===== src/rtl/btb_pkg.sv =====
// Shared types and helpers for the branch target buffer controller.
package btb_pkg;

  typedef logic [1:0] btb_ctr_t;

  typedef enum logic {
    IDLE  = 1'b0,
    FLUSH = 1'b1
  } btb_state_t;

  localparam btb_ctr_t CTR_INIT = 2'b10;
  localparam btb_ctr_t CTR_MAX  = 2'b11;

  // Saturating 2-bit direction counter step.
  function automatic btb_ctr_t ctr_next(btb_ctr_t ctr, logic taken);
    if (taken) return (ctr == CTR_MAX) ? CTR_MAX : ctr + 2'd1;
    return (ctr == 2'b00) ? 2'b00 : ctr - 2'd1;
  endfunction

endpackage


===== src/rtl/btb_if.sv =====
// Fetch lookup, EX update and flush signals of the BTB controller.
interface btb_if;
  logic        lkup_valid;
  logic [31:0] lkup_pc;
  logic        lkup_hit;
  logic        lkup_taken;
  logic [31:0] lkup_target;
  logic        upd_valid;
  logic        upd_ready;
  logic [31:0] upd_pc;
  logic [31:0] upd_target;
  logic        upd_taken;
  logic        flush_req;
  logic        flush_busy;

  modport master (
    output lkup_valid, lkup_pc, upd_valid, upd_pc, upd_target, upd_taken, flush_req,
    input  lkup_hit, lkup_taken, lkup_target, upd_ready, flush_busy
  );

  modport slave (
    input  lkup_valid, lkup_pc, upd_valid, upd_pc, upd_target, upd_taken, flush_req,
    output lkup_hit, lkup_taken, lkup_target, upd_ready, flush_busy
  );
endinterface


===== src/rtl/btb_data_array.sv =====
// Per-way target store indexed by PC bits; asynchronous read, unreset contents.
module btb_data_array #(
  parameter int s_index  = 4,
  parameter int s_offset = 2
) (
  input  logic        clk,
  input  logic        we_i,
  input  logic [31:0] waddr_i,
  input  logic [31:0] wdata_i,
  input  logic [31:0] raddr_i,
  output logic [31:0] rdata_o
);
  logic [31:0] mem_q [2**s_index];

  always_ff @(posedge clk) begin
    if (we_i) mem_q[waddr_i[s_index+s_offset-1:s_offset]] <= wdata_i;
  end

  assign rdata_o = mem_q[raddr_i[s_index+s_offset-1:s_offset]];

  wire unused_addr_bits = ^{waddr_i[31:s_index+s_offset], waddr_i[s_offset-1:0],
                            raddr_i[31:s_index+s_offset], raddr_i[s_offset-1:0]};
endmodule


===== src/rtl/btb_way_meta.sv =====
// One BTB way's tag, valid and counter arrays with clear-by-index and lookup bypass.
module btb_way_meta
  import btb_pkg::*;
#(
  parameter int s_index = 4,
  parameter int s_tag   = 26
) (
  input  logic               clk,
  input  logic               rst_n,
  input  logic               clr_i,
  input  logic [s_index-1:0] clr_idx_i,
  input  logic               wr_i,
  input  logic [s_index-1:0] wr_idx_i,
  input  logic [s_tag-1:0]   wr_tag_i,
  input  btb_ctr_t           wr_ctr_i,
  input  logic [s_index-1:0] lk_idx_i,
  output logic               lk_valid_o,
  output logic [s_tag-1:0]   lk_tag_o,
  output btb_ctr_t           lk_ctr_o,
  input  logic [s_index-1:0] up_idx_i,
  output logic               up_valid_o,
  output logic [s_tag-1:0]   up_tag_o,
  output btb_ctr_t           up_ctr_o
);
  localparam int NumSets = 2**s_index;

  logic [NumSets-1:0] valid_q;
  btb_ctr_t           ctr_q [NumSets];
  logic [s_tag-1:0]   tag_q [NumSets];

  // NOTE: non-blocking assignments in clocked blocks so every register samples pre-edge values.
  always_ff @(posedge clk) begin
    if (!rst_n) begin
      valid_q <= '0;
      for (int i = 0; i < NumSets; i++) ctr_q[i] <= '0;
    end else if (clr_i) begin
      valid_q[clr_idx_i] <= 1'b0;
      ctr_q[clr_idx_i]   <= '0;
    end else if (wr_i) begin
      valid_q[wr_idx_i] <= 1'b1;
      ctr_q[wr_idx_i]   <= wr_ctr_i;
    end
  end

  // NOTE: tags are never reset; a cleared valid bit makes any stale tag harmless.
  always_ff @(posedge clk) begin
    if (wr_i) tag_q[wr_idx_i] <= wr_tag_i;
  end

  // NOTE: defaults first so every path assigns every output and no latch is inferred.
  always_comb begin
    lk_valid_o = valid_q[lk_idx_i];
    lk_tag_o   = tag_q[lk_idx_i];
    lk_ctr_o   = ctr_q[lk_idx_i];
    if (wr_i && (wr_idx_i == lk_idx_i)) begin
      lk_valid_o = 1'b1;
      lk_tag_o   = wr_tag_i;
      lk_ctr_o   = wr_ctr_i;
    end
  end

  assign up_valid_o = valid_q[up_idx_i];
  assign up_tag_o   = tag_q[up_idx_i];
  assign up_ctr_o   = ctr_q[up_idx_i];
endmodule


===== src/rtl/btb_controller.sv =====
// 2-way BTB controller: lookup, update/allocation, LRU and flush walk.
// Define BTB_STATS_EN to add saturating lookup/hit/mispredict counters.
module btb_controller
  import btb_pkg::*;
#(
  parameter int s_index = 4,
  parameter int s_tag   = 26
) (
  input  logic  clk,
  input  logic  rst_n,
  btb_if.slave  bus
`ifdef BTB_STATS_EN
  ,
  output logic [31:0] stat_lookups,
  output logic [31:0] stat_hits,
  output logic [31:0] stat_mispredicts
`endif
);
  localparam int NumSets = 2**s_index;
  localparam logic [s_index-1:0] FidxLast = '1;

  btb_state_t          state_q, state_d;
  logic [s_index-1:0]  fidx_q, fidx_d;
  logic [NumSets-1:0]  lru_q;
  logic                flushing;

  logic [s_index-1:0]  lk_idx, up_idx;
  logic [s_tag-1:0]    lk_tag, up_tag;
  logic [1:0]          lk_valid, up_valid, lk_match, up_match, meta_wr, data_wr;
  logic [s_tag-1:0]    lk_tagr [2];
  logic [s_tag-1:0]    up_tagr [2];
  btb_ctr_t            lk_ctr [2];
  btb_ctr_t            up_ctr [2];
  logic [31:0]         rd_target [2];
  logic                upd_fire, up_hit, wr_way, lru_wr, lk_way, lk_hit;
  logic [31:0]         lk_target;
  btb_ctr_t            wr_ctr;

  assign lk_idx   = bus.lkup_pc[s_index+1:2];
  assign lk_tag   = bus.lkup_pc[31:s_index+2];
  assign up_idx   = bus.upd_pc[s_index+1:2];
  assign up_tag   = bus.upd_pc[31:s_index+2];
  assign upd_fire = bus.upd_valid & bus.upd_ready;

  always_ff @(posedge clk) begin
    if (!rst_n) begin
      state_q <= IDLE;
      fidx_q  <= '0;
    end else begin
      state_q <= state_d;
      fidx_q  <= fidx_d;
    end
  end

  always_comb begin
    state_d = state_q;
    fidx_d  = '0;
    case (state_q)
      IDLE:    if (bus.flush_req) state_d = FLUSH;
      FLUSH: begin
        fidx_d = fidx_q + s_index'(1);
        if (fidx_q == FidxLast) state_d = IDLE;
      end
      default: state_d = IDLE;
    endcase
  end

  always_comb begin
    flushing       = (state_q == FLUSH);
    bus.flush_busy = flushing;
    bus.upd_ready  = (state_q == IDLE) & ~bus.flush_req;
  end

  // Update side: hit way, else first invalid way, else the LRU way.
  always_comb begin
    up_match[0] = up_valid[0] & (up_tagr[0] == up_tag);
    up_match[1] = up_valid[1] & (up_tagr[1] == up_tag);
    up_hit      = |up_match;
    if (up_hit)            wr_way = up_match[1];
    else if (!up_valid[0]) wr_way = 1'b0;
    else if (!up_valid[1]) wr_way = 1'b1;
    else                   wr_way = lru_q[up_idx];
    wr_ctr  = up_hit ? ctr_next(up_ctr[wr_way], bus.upd_taken) : CTR_INIT;
    lru_wr  = upd_fire & (up_hit | bus.upd_taken);
    meta_wr = {lru_wr & wr_way, lru_wr & ~wr_way};
    data_wr = meta_wr & {2{bus.upd_taken}};
  end

  for (genvar w = 0; w < 2; w++) begin : g_way
    btb_way_meta #(.s_index(s_index), .s_tag(s_tag)) u_meta (
      .clk        (clk),
      .rst_n      (rst_n),
      .clr_i      (flushing),
      .clr_idx_i  (fidx_q),
      .wr_i       (meta_wr[w]),
      .wr_idx_i   (up_idx),
      .wr_tag_i   (up_tag),
      .wr_ctr_i   (wr_ctr),
      .lk_idx_i   (lk_idx),
      .lk_valid_o (lk_valid[w]),
      .lk_tag_o   (lk_tagr[w]),
      .lk_ctr_o   (lk_ctr[w]),
      .up_idx_i   (up_idx),
      .up_valid_o (up_valid[w]),
      .up_tag_o   (up_tagr[w]),
      .up_ctr_o   (up_ctr[w])
    );

    btb_data_array #(.s_index(s_index), .s_offset(2)) u_data (
      .clk     (clk),
      .we_i    (data_wr[w]),
      .waddr_i (bus.upd_pc),
      .wdata_i (bus.upd_target),
      .raddr_i (bus.lkup_pc),
      .rdata_o (rd_target[w])
    );
  end

  // Lookup side; the target bypass mirrors the meta bypass for a same-cycle write.
  always_comb begin
    lk_match[0] = lk_valid[0] & (lk_tagr[0] == lk_tag);
    lk_match[1] = lk_valid[1] & (lk_tagr[1] == lk_tag);
    lk_way      = lk_match[1];
    lk_target   = rd_target[lk_way];
    if (data_wr[lk_way] && (up_idx == lk_idx)) lk_target = bus.upd_target;
    lk_hit          = ~flushing & (|lk_match);
    bus.lkup_hit    = lk_hit;
    bus.lkup_taken  = lk_hit & lk_ctr[lk_way][1];
    bus.lkup_target = lk_hit ? lk_target : '0;
  end

  // The update write comes last so it wins when both touch the same set.
  always_ff @(posedge clk) begin
    if (!rst_n) begin
      lru_q <= '0;
    end else if (flushing) begin
      lru_q[fidx_q] <= 1'b0;
    end else begin
      if (bus.lkup_valid && lk_hit) lru_q[lk_idx] <= ~lk_way;
      if (lru_wr)                   lru_q[up_idx] <= ~wr_way;
    end
  end

`ifdef BTB_STATS_EN
  logic mispredict;
  assign mispredict = upd_fire & ((up_hit & up_ctr[wr_way][1]) != bus.upd_taken);

  always_ff @(posedge clk) begin
    if (!rst_n) begin
      stat_lookups     <= '0;
      stat_hits        <= '0;
      stat_mispredicts <= '0;
    end else begin
      if (bus.lkup_valid && !flushing && stat_lookups != '1) stat_lookups <= stat_lookups + 32'd1;
      if (bus.lkup_valid && lk_hit && stat_hits != '1)        stat_hits    <= stat_hits + 32'd1;
      if (mispredict && stat_mispredicts != '1) stat_mispredicts <= stat_mispredicts + 32'd1;
    end
  end
`endif
endmodule


===== src/flat_wrapper.sv =====
// flat-port wrapper written by rule: the top's interface ports become plain ports
module btb_controller_flat import btb_pkg::*;
#(
  parameter int s_index = 4,
  parameter int s_tag   = 26
)
  (clk, rst_n, bus_lkup_valid, bus_lkup_pc, bus_upd_valid, bus_upd_pc, bus_upd_target, bus_upd_taken, bus_flush_req, bus_lkup_hit, bus_lkup_taken, bus_lkup_target, bus_upd_ready, bus_flush_busy);
  btb_if bus_i ();
  input  logic clk;
  input  logic rst_n;
  input wire logic [$bits(bus_i.lkup_valid)-1:0] bus_lkup_valid;
  input wire logic [$bits(bus_i.lkup_pc)-1:0] bus_lkup_pc;
  input wire logic [$bits(bus_i.upd_valid)-1:0] bus_upd_valid;
  input wire logic [$bits(bus_i.upd_pc)-1:0] bus_upd_pc;
  input wire logic [$bits(bus_i.upd_target)-1:0] bus_upd_target;
  input wire logic [$bits(bus_i.upd_taken)-1:0] bus_upd_taken;
  input wire logic [$bits(bus_i.flush_req)-1:0] bus_flush_req;
  output wire logic [$bits(bus_i.lkup_hit)-1:0] bus_lkup_hit;
  output wire logic [$bits(bus_i.lkup_taken)-1:0] bus_lkup_taken;
  output wire logic [$bits(bus_i.lkup_target)-1:0] bus_lkup_target;
  output wire logic [$bits(bus_i.upd_ready)-1:0] bus_upd_ready;
  output wire logic [$bits(bus_i.flush_busy)-1:0] bus_flush_busy;
  assign bus_i.lkup_valid = bus_lkup_valid;
  assign bus_i.lkup_pc = bus_lkup_pc;
  assign bus_i.upd_valid = bus_upd_valid;
  assign bus_i.upd_pc = bus_upd_pc;
  assign bus_i.upd_target = bus_upd_target;
  assign bus_i.upd_taken = bus_upd_taken;
  assign bus_i.flush_req = bus_flush_req;
  assign bus_lkup_hit = bus_i.lkup_hit;
  assign bus_lkup_taken = bus_i.lkup_taken;
  assign bus_lkup_target = bus_i.lkup_target;
  assign bus_upd_ready = bus_i.upd_ready;
  assign bus_flush_busy = bus_i.flush_busy;
  btb_controller #(.s_index(s_index), .s_tag(s_tag)) u_core (.clk(clk), .rst_n(rst_n), .bus(bus_i));
endmodule

===== config.mk =====
export PLATFORM = sky130hd
export DESIGN_NAME = btb_controller_flat
export DESIGN_NICKNAME = d
export VERILOG_FILES = /design/src/rtl/btb_pkg.sv /design/src/rtl/btb_if.sv /design/src/rtl/btb_data_array.sv /design/src/rtl/btb_way_meta.sv /design/src/rtl/btb_controller.sv /design/src/flat_wrapper.sv
export SDC_FILE = /design/constraint.sdc
export NUM_CORES = 2
export LEC_CHECK = 0
export ABC_CLOCK_PERIOD_IN_PS = 7210
export CORE_MARGIN = 2
export CORE_UTILIZATION = 40
export DETAILED_ROUTE_END_ITERATION = 8
export SLEW_MARGIN = 0
export SYNTH_ARGS = -nofsm -noshare
export SYNTH_HDL_FRONTEND = slang
export SYNTH_SLANG_ARGS = --single-unit

===== constraint.sdc =====
create_clock -name clk -period 7.21 [get_ports clk]
set_input_delay 1.0815 -clock clk [delete_from_list [all_inputs] [get_ports clk]]
set_output_delay 1.0815 -clock clk [all_outputs]
set_load 0.05 [all_outputs]

* Word level (Yosys, flattened, before mapping)
Memory sizes are Yosys's and may differ from the RTL's. Cells that the tools add are included.
Cells by class: equality and inequality tests 7, $add $sub $neg 3, reductions and logical operators 17, bitwise logic cells 25, mux-type cells 88, magnitude comparators 9
Operator list (number):
- 32-bit two-way mux | 5
- 16-bit two-way mux | 9
- 26-bit == test | 4
- 26-bit two-way mux | 2
- 16-bit AND | 3
- 1-bit two-way mux | 40
- 2-bit two-way mux | 17
- 16-bit bitwise mux | 2
- 16-bit bitwise OR | 2
- 1-bit binary-select mux with 4-bit select | 5
- 4-bit two-way mux | 4
- 16-bit NOT | 1
- 4-bit by 5-bit less-than comparator with 1-bit output (second input constant) | 3
- 1-bit demux with 4-bit select | 3
- 4-bit by 1-bit greater-or-equal comparator with 1-bit output (second input constant) | 3
- 2-bit OR reduction | 6
- 1-bit AND | 11
- 1-bit logical AND | 7
- 4-bit by 1-bit adder with 4-bit output (second input constant) | 1
- 4-bit == test | 1
- 4-bit == test (second input constant) | 1
- 2-bit greater-or-equal comparator (second input constant) | 2
- 1-bit NOT | 4
- 1-bit NOT with 2-bit output | 2
- other kinds (10) | 11
Storage, ports and cells: bits of input ports 102, memories kept 6, output and inout bits 36, word-level logic and storage cells 160, flip-flop bits (word level) 53, bits in writable memories 1920
Memories:
- u_core.g_way[0].u_data.mem_q | words 16, bits a word 32, read ports 1, clocked after Yosys merged registers in 0, wr ports 1, line btb_data_array.sv:13 | logic [31:0] mem_q [2**s_index];
- u_core.g_way[1].u_data.mem_q | words 16, bits a word 32, read ports 1, clocked after Yosys merged registers in 0, wr ports 1, line btb_data_array.sv:13
- u_core.g_way[0].u_meta.tag_q | words 16, bits a word 26, read ports 2, clocked after Yosys merged registers in 0, wr ports 1, line btb_way_meta.sv:29 | logic [s_tag-1:0] tag_q [NumSets];
- u_core.g_way[1].u_meta.tag_q | words 16, bits a word 26, read ports 2, clocked after Yosys merged registers in 0, wr ports 1, line btb_way_meta.sv:29
- u_core.g_way[0].u_meta.ctr_q | words 16, bits a word 2, read ports 2, clocked after Yosys merged registers in 0, wr ports 16, line btb_way_meta.sv:28 | btb_ctr_t ctr_q [NumSets];
- u_core.g_way[1].u_meta.ctr_q | words 16, bits a word 2, read ports 2, clocked after Yosys merged registers in 0, wr ports 16, line btb_way_meta.sv:28

* Depth between registers and ports, before layout
depth after elaboration 20, depth in mapped cells 22, mapped depth without buffers 13

* Hierarchy
A second synthesis with hierarchy kept.
Second synthesis, totals: cell total of the unflattened synthesis 4367, area total of the unflattened synthesis 86568.0 µm²
By module, submodules not included:
- btb_way_meta | sequential area each 13773.2 µm², cells each 1101, area an instance 21911.0 µm², times used 2
- btb_data_array (u_core.g_way[1].u_data) | sequential area each 15374.7 µm², cells each 806, area an instance 19213.4 µm², times used 1
- btb_data_array (u_core.g_way[0].u_data) | sequential area each 15374.7 µm², cells each 806, area an instance 19194.7 µm², times used 1
- btb_controller | sequential area each 420.4 µm², cells each 553, area an instance 4337.9 µm², times used 1

* Worst setup path before layout
OpenSTA, ideal clock, no wires.
path kind input-to-output, from in bus_lkup_pc[2], to out bus_lkup_target[0], path buffers 3, arrival 6.175 ns, setup slack -0.046 ns, data required time 6.128 ns, stages on the path 13, cell sequence buf_2 clkbuf_1 buf_1 mux4_2 mux4_2 xnor2_1 nor4_1 nand4_1 mux2_2 a211oi_2 mux2i_1 nor2_1 a211oi_1
Between the ends: word-level cells in the longest chain between the ends 11, elaborated cells between the ends (all ways) 30, those cells by class 3 x eq/ne; 15 x mux; 4 x bitwise; 4 x reduce/logical; 4 x memory
Ends and longest elaborated chain:
- start: declaration | line flat_wrapper.sv:12 | input wire logic [$bits(bus_i.lkup_pc)-1:0] bus_lkup_pc;
- parallel branches: the longest is 10 deep, another holds memory 16 x 26 bit
- 32-bit two-way mux (*) | line btb_controller.sv:129 | bus.lkup_target = lk_hit ? lk_target : '0;
- end: declaration | line flat_wrapper.sv:20 | output wire logic [$bits(bus_i.lkup_target)-1:0] bus_lkup_target;
Mark *: on every way between the ends. The select of a mux whose other input is x is not followed.

* Worst setup path after layout
from in bus_upd_pc[2], to out bus_lkup_target[3]
Between the ends: word-level cells in the longest chain between the ends 17, elaborated cells between the ends (all ways) 44, those cells by class 5 x eq/ne; 20 x mux; 12 x bitwise; 5 x reduce/logical; 2 x memory
Ends and longest elaborated chain:
- start: declaration | line flat_wrapper.sv:14 | input wire logic [$bits(bus_i.upd_pc)-1:0] bus_upd_pc;
- memory 16 x 26 bit or 1-bit binary-select mux with 4-bit select (tied branches)
- 26-bit == test, or another cell as far along | line btb_controller.sv:76 | up_match[0] = up_valid[0] & (up_tagr[0] == up_tag);
- 1-bit AND, on equally long branches | line btb_controller.sv:76, btb_controller.sv:77
- 2-bit OR reduction | line btb_controller.sv:78 | up_hit = |up_match;
- 1-bit bitwise OR | line btb_controller.sv:84 | lru_wr = upd_fire & (up_hit | bus.upd_taken);
- 1-bit AND | line btb_controller.sv:84
- 1-bit AND | line btb_controller.sv:85 | meta_wr = {lru_wr & wr_way, lru_wr & ~wr_way};
- 1-bit logical AND | line btb_way_meta.sv:55 | if (wr_i && (wr_idx_i == lk_idx_i)) begin
- 26-bit two-way mux | line btb_way_meta.sv:55
- 26-bit == test | line btb_controller.sv:122 | lk_match[1] = lk_valid[1] & (lk_tagr[1] == lk_tag);
- 1-bit AND | line btb_controller.sv:122
- 1-bit NOT with 2-bit output (not written as such) | line btb_controller.sv:124 | lk_target = rd_target[lk_way];
- 32-bit two-way mux (not written as such) (3 in a row) | line btb_controller.sv:124
- 32-bit two-way mux | line btb_controller.sv:125 | if (data_wr[lk_way] && (up_idx == lk_idx)) lk_target = bus.upd_target;
- 32-bit two-way mux (*) | line btb_controller.sv:129
Mark *: on every way between the ends. The rest lies on a longest branch, timed or not. The select of a mux whose other input is x is not followed.

==> results.md <==
- Status: finished, final reports clean
- Worst Hold Path Cells: 2
- 1st-pass router iterations: 6
- Part of the power in the clock network: 0.418
- Gate Count Post-Synth: 4,382
- Worst Setup SP: bus_upd_pc[2]
- Number of port buffers: 133
- Total gr overflow: 0
- Die Span Y: 470.0 microns
- Seq/Total Area, Yosys: 0.6759
- Core ar.: 216,500 sq um
- Routed vias: 48,500
- Largest net degree at the start of global routing: 105
- Xor/xnor share of the synthesized area: 0.01200
- Crit path time final: 7.196 ns
- Worst r2r src: u_core.g_way[0].u_meta.tag_q[14][4]$_DFFE_PP_
- Worst Setup End Kind: output port
- Setup crit end: bus_lkup_target[3]
- Simple-Gate Fraction of Synth Area: 0.03088
- Relative slew margins: 0.1524
- Fmax: 0.1390 GHz
- # DRC: 0
- Placer Congestion: 0.9687
- Largest family of logic cells by synthesized area: multiplexers
- Adder-Cell Fraction of Synth Area: 0.0008066
- Row cnt: 171
- Setup TNS: 0 ns
- Reg2Reg Setup Slack: 1.99 ns
- Startpoint Class: input pin
- Routed wire length: 264.4 mm
- Syn. warnings: 0
- Die width: 470.0 microns
- Final Hold Vio Count: 0
- Layout area overhead: 18.91%
- Via density: 6.139
- Maxcap violations: 0
- H-tree level count: 4
- 1st-iter DRT viols: 6,108
- Die area: 220,900 sq um
- DP Cell Count: 7,504
- HP Start: u_core.g_way[0].u_meta.valid_q[5]$_SDFFE_PN0P_
- DP HPWL: 160.1 mm
- Worst Clk Skew: 0.04532 ns
- Psw: 5.621 mW
- CTS sink cnt: 1,973
- WL/cell: 33.47 microns
- Crit path DAT: 6.11 ns
- EDFF count, synth: 1,920
- Synth cell types: 84
- First-pass GRT wire length: 371.6 mm
- # IOs: 138
- Maximum vdd drop: 0.0002792 V
- Syn_area_per_cell: 19.82 sq um
- Vias in the first global route: 48,930
- Top_reg_cell synth: edfxtp_1
- Final setup viols: 0
- R2R cell count: 13
- Placement Setup Slack: -0.5397 ns
- Cell Area, Synth: 86,870 sq um
- RR Endpoint: u_core.g_way[0].u_meta.ctr_q[6][0]$_SDFFCE_PN0P_
- Clock buffer count from CTS: 205
- FILL cells: 17,970
- RSZ-0062 raised after global routing: true
- Clock Latency Late Sink: 0.86 ns
- Least-Margin Pin Slew: 1.267 ns
- TritonCTS clock tree: built
- PD cells: 241.6 nW/um^2
- Switch share: 0.2252
- Worst-path maximum fanout: 7
- ANT nets after route: 0
- Syn Nets: 4,488
- Area occupied by multi-input gates: 27,470 sq um
- Layout cell share with drive strength beyond 1: 0.3468
- Initial core utilization: 0.4012
- Final #Nets: 4,979
- Final Max Tran Viols: 0
- Dpl cell area: 95,870 sq um
- Worst-path clk slew: 0.06 ns
- FF+latch area: 58,720 sq um
- Post-layout worst setup margin: 0.01374 ns
- Yosys reg bits: 1,973
- Internal power: 19.34 mW
- Clk buf depth: 3
- Finished Cell Area: 103,300 sq um
- Hold WC Path Type: reg2reg
- Crit Path Class: in2out
- Overall routing resource usage: 0.2363
- Sequential power share: 0.505
- Ys async rst share: 0
- Complex-gate fraction of the synthesized area: 0.03262
- Cell Count, Final, Fillers Out: 7,900
- Final period util: 0.9981
- Initial antenna violation count: 4
- Root buffer cell: clkbuf_16
- Worst EP required: 6.13 ns
- Leakage: 32.60 nW
- Comb pwr share: 0.076
- Fraction of synthesized area in multiplexers: 0.2297
## placed cells by master, fill, tap and decap left out, types with 35 or more instances in the layout
cell type and instances:
edfxtp_1 1920, mux4_2 787, buf_4 288, clkbuf_16 209, mux2i_1 162, buf_12 157
nor2_1 152, nand2_1 122, xnor2_1 95, clkdlybuf4s50_1 89, o21ai_0 61, dfxtp_1 53
inv_1 51, clkinv_1 49, clkbuf_1 49, a22oi_1 43, nor2_4 42, nor3_1 39
clkinv_2 37, o22ai_1 35
## metal layers
| metal | vias up | GRT usage | part of all wire |
|---|---|---|---|
| li1 | 19510 | - | - |
| met5 | - | 0 | 0 |
| met3 | 447 | 0.04065 | 0.083 |
| met2 | 2353 | 0.3835 | 0.48 |
| met4 | 0 | 0.07492 | 0.034 |
| met1 | 26190 | 0.3262 | 0.40 |
## metrics by stage
step | hold slack (ns) | util | power, mW
after floorplan | 0.4355 | - | 13.86
after global placement | 0.4522 | 0.4428 | 14.69
after detailed placement | 0.4588 | 0.4428 | 14.70
after CTS | 0.4678 | 0.4742 | 25.08
after global routing | 0.4843 | 0.4771 | 25.63
final | 0.4668 | 0.4771 | 24.96
## area by class of cell
cell class	count	area share
Clock buffer	256	0.05182
Multi-Input combinational cell	2068	0.2659
Tap cell	2854	0.03457
Sequential cell	1973	0.5684
Inverter	59	0.002192
Timing Repair Buffer	566	0.06524
Clock inverter	121	0.01177
Antenna cell	3	0.00007267
## timing repair
| item | CTS | global route |
|---|---|---|
| resized for setup | 25 | 88 |
| cloned | 3 | 3 |
| pin swaps | 7 | 18 |
| endpoints found under the setup margin | 34 | 34 |
| hold buffers | 0 | 0 |
| endpoints found under the hold margin | 0 | 0 |
| buffers inserted | 2 | 9 |
## kinds of logic (layout without fill, tap and decap cells)
group           after synthesis  count (layout)
simple gates                561             561
other cells                   0               3
fa+ha+maj                     6               6
buf+inv                     341            1002
flops                      1973            1973
compound gates              378             378
mux                        1004            1004
xor+xnor                    119             119
## worst min path at each step
stage | endpoint | slack, ns
after detailed placement | u_core.g_way[0].u_meta.valid_q[6]$_SDFFE_PN0P_ | 0.46
after global placement | u_core.g_way[1].u_meta.valid_q[15]$_SDFFE_PN0P_ | 0.45
final | u_core.g_way[0].u_meta.valid_q[5]$_SDFFE_PN0P_ | 0.47
after floorplan | u_core.g_way[0].u_meta.valid_q[6]$_SDFFE_PN0P_ | 0.44
after global routing | u_core.g_way[0].u_meta.valid_q[6]$_SDFFE_PN0P_ | 0.48
after CTS | u_core.g_way[1].u_meta.valid_q[8]$_SDFFE_PN0P_ | 0.47
## sequential cells by signal (all words and copies together), names as in the netlist
register / cells
u_core.bus.flush_busy: 1
u_core.fidx_q: 4
u_core.g_way.u_data.mem_q: 1024
u_core.g_way.u_meta.ctr_q: 64
u_core.g_way.u_meta.tag_q: 832
u_core.g_way.u_meta.valid_q: 32
u_core.lru_q: 16
## power groups by stage
stage / clock network [mW] / registers [mW] / logic (mW)
finish: 10.4 / 12.6 / 1.90
floorplan: 0 / 12.9 / 1.01
global route: 11.0 / 12.6 / 1.99
global placement: 0 / 12.9 / 1.83
CTS: 10.6 / 12.6 / 1.87
detailed placement: 0 / 12.9 / 1.85
## critical path: stages
cell and delay, ns:
clkbuf_16 0.19, buf_8 0.15, buf_4 0.13, mux4_2 0.54, a2bb2oi_1 0.18, mux2i_1 0.15, a32oi_1 0.19, buf_4 0.17
o2111ai_1 0.10, a211o_1 0.35, buf_4 0.17, nor4_4 0.27, buf_6 0.17, buf_4 0.12, a211oi_4 0.05, buf_6 0.16
mux2i_4 0.18, nor4_4 0.38, a41oi_4 0.23, or2_4 0.40, buf_12 0.21, a211oi_2 0.20, buf_4 0.16, buf_12 0.13
## synthesized netlist by cell type (all sizes together) (29+ instances only)
master	instances	area, sq um
a211oi	39	455.4
a21oi	29	148.9
a22oi	45	337.8
buf	120	744.5
clkbuf	162	608.1
dfxtp	53	1061
edfxtp	1920	57660
inv	55	206.4
mux2	45	506.7
mux2i	172	1722
mux4	787	17720
nand2	123	461.7
nand2b	31	193.9
nand3	34	170.2
nor2	195	732.0
nor3	54	270.3
o21ai	71	355.3
o22ai	37	231.5
xnor2	99	867.1
No activity file was read; power rests on OpenSTA's default activity.
